### config.mk
export PLATFORM = sky130hd
export DESIGN_NAME = dac_spi_tx
export DESIGN_NICKNAME = d
export VERILOG_FILES = /design/src/rtl/dac_spi_tx.sv
export SDC_FILE = /design/constraint.sdc
export NUM_CORES = 1
export LEC_CHECK = 0
export CAP_MARGIN = 0
export CORE_UTILIZATION = 48
export CTS_CLUSTER_SIZE = 25
export DETAILED_ROUTE_END_ITERATION = 8
export GPL_TIMING_DRIVEN = 0
export PLACE_DENSITY_LB_ADDON = 0.2
export REMOVE_ABC_BUFFERS = 1
export SYNTH_ARGS = -nofsm -noshare
export SYNTH_HDL_FRONTEND = slang
export SYNTH_SLANG_ARGS = --single-unit
### constraint.sdc
create_clock -name clk -period 2.3 [get_ports clk]
set_input_delay 0.46 -clock clk [delete_from_list [all_inputs] [get_ports clk]]
set_output_delay 0.46 -clock clk [all_outputs]
set_load 0.02 [all_outputs]
### src/rtl/dac_spi_tx.sv
`default_nettype none
// ============================================================================
// Module      : dac_spi_tx
// Description : SPI transmitter for a 12-bit DAC; sends {CMD, din} MSB first
//               with SETUP / SHIFT / HOLD / GAP framing around each word.
// Revision    : 1.0 - initial release
// ============================================================================
module dac_spi_tx #(
    parameter int         CLK_DIV = 2,
    parameter logic [3:0] CMD     = 4'b0011
) (
    input  logic        clk,
    input  logic        rst,
    input  logic        enb,
    input  logic [11:0] din,
    input  logic        din_valid,
    output logic        din_ready,
    output logic        sclk,
    output logic        mosi,
    output logic        cs_n,
    output logic        busy,
    output logic        done
);

    localparam logic [2:0] c_st_idle  = 3'd0;
    localparam logic [2:0] c_st_setup = 3'd1;
    localparam logic [2:0] c_st_shift = 3'd2;
    localparam logic [2:0] c_st_hold  = 3'd3;
    localparam logic [2:0] c_st_gap   = 3'd4;
    localparam logic [7:0] c_last     = 8'(CLK_DIV - 1);

    logic [2:0]  r_state;
    logic [7:0]  r_cnt;
    logic [3:0]  r_bit;
    logic        r_phase;
    logic [15:0] r_shreg;
    logic        r_sclk;
    logic        r_mosi;
    logic        r_cs_n;
    logic        r_done;

    logic [2:0]  w_state_nxt;
    logic [7:0]  w_cnt_nxt;
    logic [3:0]  w_bit_nxt;
    logic        w_phase_nxt;
    logic        w_next_bit;
    logic        w_accept;
    logic        w_last;
    logic        w_frame_active;
    logic [15:0] w_shreg_nxt;
    logic        w_sclk_nxt;
    logic        w_mosi_nxt;
    logic        w_cs_n_nxt;
    logic        w_done_nxt;

    // Ready drops combinationally during reset so nothing is accepted on a reset edge
    assign din_ready = enb & ~rst & (r_state == c_st_idle);
    assign busy      = (r_state != c_st_idle);
    assign w_accept  = din_valid & din_ready;
    assign w_last    = (r_cnt == c_last);

    assign sclk = r_sclk;
    assign mosi = r_mosi;
    assign cs_n = r_cs_n;
    assign done = r_done;

    always_ff @(posedge clk) begin
        if (rst) begin
            r_state <= c_st_idle;
            r_cnt   <= '0;
            r_bit   <= '0;
            r_phase <= 1'b0;
            r_shreg <= '0;
            r_sclk  <= 1'b0;
            r_mosi  <= 1'b0;
            r_cs_n  <= 1'b1;
            r_done  <= 1'b0;
        end else begin
            r_state <= w_state_nxt;
            r_cnt   <= w_cnt_nxt;
            r_bit   <= w_bit_nxt;
            r_phase <= w_phase_nxt;
            r_shreg <= w_shreg_nxt;
            r_sclk  <= w_sclk_nxt;
            r_mosi  <= w_mosi_nxt;
            r_cs_n  <= w_cs_n_nxt;
            r_done  <= w_done_nxt;
        end
    end

    always_comb begin
        w_state_nxt = r_state;
        w_cnt_nxt   = r_cnt + 8'd1;
        w_bit_nxt   = r_bit;
        w_phase_nxt = r_phase;
        w_next_bit  = 1'b0;
        case (r_state)
            c_st_idle: begin
                w_cnt_nxt   = '0;
                w_bit_nxt   = '0;
                w_phase_nxt = 1'b0;
                if (w_accept) w_state_nxt = c_st_setup;
            end
            c_st_setup: begin
                if (w_last) begin
                    w_state_nxt = c_st_shift;
                    w_cnt_nxt   = '0;
                    w_bit_nxt   = '0;
                    w_phase_nxt = 1'b0;
                end
            end
            c_st_shift: begin
                if (w_last) begin
                    w_cnt_nxt = '0;
                    if (!r_phase) begin
                        w_phase_nxt = 1'b1;
                    end else if (r_bit == 4'd15) begin
                        w_state_nxt = c_st_hold;
                    end else begin
                        w_bit_nxt   = r_bit + 4'd1;
                        w_phase_nxt = 1'b0;
                        w_next_bit  = 1'b1;
                    end
                end
            end
            c_st_hold: begin
                if (w_last) begin
                    w_state_nxt = c_st_gap;
                    w_cnt_nxt   = '0;
                end
            end
            c_st_gap: begin
                if (w_last) begin
                    w_state_nxt = c_st_idle;
                    w_cnt_nxt   = '0;
                end
            end
            default: begin
                w_state_nxt = c_st_idle;
                w_cnt_nxt   = '0;
            end
        endcase
        if (!enb) begin
            w_state_nxt = c_st_idle;
            w_cnt_nxt   = '0;
            w_bit_nxt   = '0;
            w_phase_nxt = 1'b0;
            w_next_bit  = 1'b0;
        end
    end

    // Outputs are computed from the next state so they register in step with it
    always_comb begin
        w_frame_active = (w_state_nxt == c_st_setup) | (w_state_nxt == c_st_shift) |
                         (w_state_nxt == c_st_hold);
        w_shreg_nxt = r_shreg;
        if (w_accept)
            w_shreg_nxt = {CMD, din};
        else if (w_next_bit)
            w_shreg_nxt = {r_shreg[14:0], 1'b0};
        else if (w_state_nxt == c_st_idle)
            w_shreg_nxt = '0;
        w_cs_n_nxt = ~w_frame_active;
        w_sclk_nxt = (w_state_nxt == c_st_shift) & w_phase_nxt;
        w_mosi_nxt = w_frame_active & w_shreg_nxt[15];
        w_done_nxt = (w_state_nxt == c_st_gap) & (w_cnt_nxt == c_last);
    end

endmodule
`default_nettype wire

Word-level counts from Yosys, hierarchy flattened:

Cells that the tools add are included.

* bits in registers: 36
* input port bits: 16
* output and inout bits: 6

* equality and inequality tests: 15
* add/subtract/negate cells: 2
* bitwise gates (word level): 11
* muxes and demuxes: 31
* reduce and logical (&&, ||, !) cells: 10

Operators with widths (number)
* 16-bit two-way mux: 3
* 3-bit two-way mux: 8
* 8-bit two-way mux: 3
* 8-bit by 1-bit equality test with 1-bit output, second input constant: 2
* 4-bit two-way mux: 4
* 3-bit case mux with 5 select lines: 1
* 3-bit by 2-bit equality test with 1-bit output, second input constant: 4
* 4-bit case mux with 3 select lines: 1
* 1-bit two-way mux: 10
* 3-bit nonzero test: 3
* 8-bit by 1-bit adder with 8-bit output, second input constant: 1
* 2-bit inequality test, second input constant: 4
* 1-bit AND: 6
* 3-bit by 1-bit equality test with 1-bit output, second input constant: 2
* 3-bit equality test, second input constant: 2
* 3-bit zero test: 2
* 5-bit AND reduction: 1
* 4-bit by 1-bit adder with 4-bit output, second input constant: 1
* 4-bit equality test, second input constant: 1
* 2-bit OR reduction: 2
* 4-bit OR reduction: 1
* 1-bit inverter: 3
* 1-bit case mux with 3 select lines: 1
* 1-bit OR: 2
* 2-bit nonzero test: 1

Longest topological paths before layout:

* depth in word-level cells: 12
* mapped depth: 8
* gate-level depth less buffers: 7

Worst setup path before layout:

No wires, ideal clock.

* path kind: register to register
* start point: register r_cnt[0]
* end point: register r_shreg[1]
* data arrival time: 2.042 ns
* library setup time: 0.125 ns
* slack: 0.133 ns
* data required time: 2.175 ns
* cell stages (with the launch flop): 8
* path through: dfxtp_1 -> ha_1 -> or4b_4 -> o211a_1 -> or3_1 -> o211a_1 -> buf_6 -> o2bb2ai_1

* word-level cells in the longest chain between the ends: 6

RTL lines
* from (decl): line 33 `logic [7:0] r_cnt;`
* from (signal assigned): line 80 `r_cnt <= w_cnt_nxt;`
* 8-bit by 1-bit equality test with 1-bit output *: line 60 `assign w_last = (r_cnt == c_last);`
* 3-bit two-way mux, or another cell as far along: line 133 `if (w_last) begin`
* 3-bit case mux with 5 select lines or 1-bit two-way mux (tied branches): line 97 `case (r_state)`
* 3-bit two-way mux or 1-bit two-way mux (tied branches): line 143 `if (!enb) begin`
* 3-bit zero test or 16-bit two-way mux (tied branches): line 161, 159
* 3-bit nonzero test (no line) or 16-bit two-way mux (tied branches)
* to (signal assigned): line 83 `r_shreg <= w_shreg_nxt;`
* to (decl): line 36 `logic [15:0] r_shreg;`

Every way passes the cells marked *; elsewhere a longest branch is shown, timed or not.
A chain may end at the register's enable or synchronous reset.

Worst setup path after layout:

* start point: register r_cnt[0]
* end point: register r_shreg[2]

Same word-level chain as after synthesis.

==> impl_metrics.py <==
metrics = {
    "outcome": {
        "status": "completed",
    },
    "detailed_routing": {
        "wl_per_cell_um": 14.59,
        "vias": 1508,
        "drc": 0,
        "ant_nets": 0,
        "routed_wl_mm": 3.778,
        "drt-pass1-iter-count": 4,
        "vias_per_cell": 5.822,
        "first_iter_violations": 60,
    },
    "placed_design": {
        "port_buffers": 21,
        "dp.cells": 243,
        "place_area_um2": 1899,
        "dp_hpwl_mm": 2.413,
        "place_ws_ns": -0.8817,
        "routabilityCongestion": 0.8170,
    },
    "global_route": {
        "gr-usage-all-layers_pct": 21.68,
        "overflow": 0,
        "use_met3_pct": 5.672,
        "grt_pass1_wl_mm": 5.927,
        "antenna_found_initial": 0,
        "use_met1_pct": 28.29,
        "grt_max_degree": 21,
        "top_usage_layer": "met2",
        "grt_pass1_vias": 1318,
        "grt_use_met2_pct": 34.16,
    },
    "worst_setup_path": {
        "arrival_ns": 2.44,
        "critPathCaptureType": "register",
        "path_max_fanout": 5,
        "r2r_cells": 6,
        "crit_required_ns": 2.52,
        "path_class": "register to register",
        "cp-start-kind": "register",
    },
    "sta": {
        "fmax_ghz": 0.4499,
        "finalClockSkew_ns": 0.01214,
        "setup_violations": 0,
        "fin_ws_ns": 0.07704,
        "slew_headroom_pct": 62.04,
        "rsz0062_at_grt": "true",
        "hold_violations": 0,
        "tightest_slew_ns": 0.5650,
        "hold_slack_ns": 0.4506,
        "fin_crit_sh_pct": 96.65,
        "post-route-min-period_ns": 2.223,
        "slew_violations": 0,
    },
    "worst_hold_path": {
        "whs_path_depth": 1,
        "hp-class": "register to register",
    },
    "final_layout": {
        "final_area_um2": 2098,
        "drive_gt1_share_pct": 15.49,
        "final-instance-count-excl-fill": 259,
        "num_antenna_cells": 0,
        "nets": 232,
        "area_growth_pct": 25.24,
    },
    "floorplanning": {
        "io_pins": 22,
        "fp.dieH_um": 61.08,
        "core-area_um2": 3337,
        "die-width_um": 61.08,
        "die_area_um2": 3731,
        "rows": 21,
        "initial_core_util_pct": 50.21,
    },
    "synth": {
        "async_reset_ff_share_pct": 0,
        "synthMostInstantiatedCell": "dfxtp_1",
        "synth_xor_area_share_pct": 3.137,
        "yosys_register_bits": 36,
        "synth_top_family_by_area": "simple AND/OR/NAND/NOR gates",
        "synth.mux.area_fraction_pct": 0.6721,
        "synth-simple-area-share_pct": 23.45,
        "synth_compound_area_share_pct": 23.08,
        "synthDistinctLibCells": 47,
        "yosys_warnings": 0,
        "synth.area.top_cells": "dfxtp_1 43%, o2bb2ai_1 5.2%, a22oi_1 4.9%",
        "syn_area_um2": 1675,
        "yosysTopAreaCellShare_pct": 43.02,
        "avgSynthCellArea_um2": 9.056,
        "synth-edff-count": 0,
        "synth_ff_type": "dfxtp_1",
        "syn-instance-count": 185,
        "synth_seq_area_share_pct": 43.02,
        "yosys.area.top_type": "dfxtp_1",
        "synth_common_cells": "36 x dfxtp_1, 16 x nor2_1, 14 x nand2_1, 11 x a22oi_1, 10 x o2bb2ai_1",
        "synth_fa_ha_area_share_pct": 2.240,
    },
    "clocking": {
        "cts_sinks": 36,
        "clock_latency_ns": 0.34,
        "clk_pin_slew_ns": 0.10,
        "cts-root-buf": "clkbuf_4",
        "clockBufferDepth": 2,
        "h-tree-depth": 2,
        "cts_buffers": 5,
        "cts_tree": "done",
        "cts.hold.buffers_added": 0,
    },
    "power": {
        "power_frac_comb_pct": 9.2,
        "p_leak_nw": 0.7741,
        "seqPwrFrac_pct": 61.2,
        "cellPowerDensity_nw_per_um2": 495.2,
        "p_int_mw": 0.7925,
        "finalPower_mw": 1.039,
        "clkPwrFrac_pct": 29.6,
        "net-switching-power_mw": 0.2466,
        "vdd.ir_drop.worst_mv": 0.3514,
        "swShare_pct": 23.73,
    },
    "flow_run": {
        "max_cap_violations": 0,
    },
}
[power groups by stage]
stage | combinational [mW] | clock [mW] | sequential, mW
detailed placement | 0.0824 | 0 | 0.650
finish | 0.0957 | 0.308 | 0.636
global route | 0.104 | 0.349 | 0.637
floorplan | 0.0374 | 0 | 0.650
global placement | 0.0803 | 0 | 0.650
CTS | 0.0835 | 0.321 | 0.636
[routing by layer]
metal  up-vias  wire length (µm)
met5         -                 0
met4         0                80
met3         8               170
met2        46              1773
met1       696              1753
li1        758                 -
[cell usage in the layout (no fill, tap or decap), types with 2 or more instances in the layout]
cell type and n:
clkbuf_4 5, nand2b_1 3, xor2_1 4, nor2_1 15, o2bb2ai_1 10, or3_1 4, nand2_1 13, dfxtp_1 35
nor3_1 4, o21ai_0 5, o41ai_1 3, a21oi_1 2, buf_4 6, a22oi_1 11, nor2b_1 2, nor3_4 4
o31ai_1 3, and3_1 4, xnor2_1 2, ha_1 3, clkdlybuf4s50_1 18, nor4_1 3, inv_1 8, a31oi_1 4
o211a_4 2, nand3_1 8
[flip-flops by register name, indices dropped and copies added, names as in the netlist]
name,cells
sclk,1
mosi,1
r_phase,1
done,1
r_bit,4
cs_n,1
r_state,3
r_cnt,8
r_shreg,16
[layout make-up]
cell class / count / area [µm²]
clock buffer: 6 / 41.29
clock inverter: 1 / 5.005
fill: 319 / 1239
inverter: 8 / 30.03
multi-input combinational: 134 / 962.2
sequential: 36 / 724.4
tap: 46 / 57.56
timing repair buffer: 28 / 277.8
[critical path, stage by stage, from the launching register on]
cell and delay, ns:
dfxtp_4 0.38, ha_1 0.16, or4b_4 0.51, o211a_1 0.25, or3_4 0.40, o211a_4 0.27, o2bb2ai_1 0.12
[timing repair]
action                     in CTS  in global routing
buffers inserted                0                  7
pin swaps                       1                  3
setup endpoints to repair      20                 19
cloned                          1                  1
resized for setup              11                  9
[logic make-up after synthesis]
family / after synthesis
fa+ha+maj: 3
buf+inv: 17
mux: 1
xor+xnor: 6
compound gates: 51
simple gates: 71
flops: 36
[metrics by stage]
stage	util (%)	setup TNS (ns)
2_1_floorplan	-	-0.2951
3_3_place_gp	56.92	-14.74
3_5_place_dp	56.92	-15.85
4_1_cts	59.39	0
5_1_grt	62.88	-0.07269
6_report	62.88	0
[final timing paths]
path | from | to | slack, ns
max | r_cnt[0] | r_shreg[2] | 0.08
min | r_cnt[0] | r_cnt[0] | 0.45
max reg2reg | r_cnt[0] | r_shreg[2] | 0.08
min reg2reg | r_cnt[0] | r_cnt[0] | 0.45
Note: power is estimated with default switching activity, not from simulation.
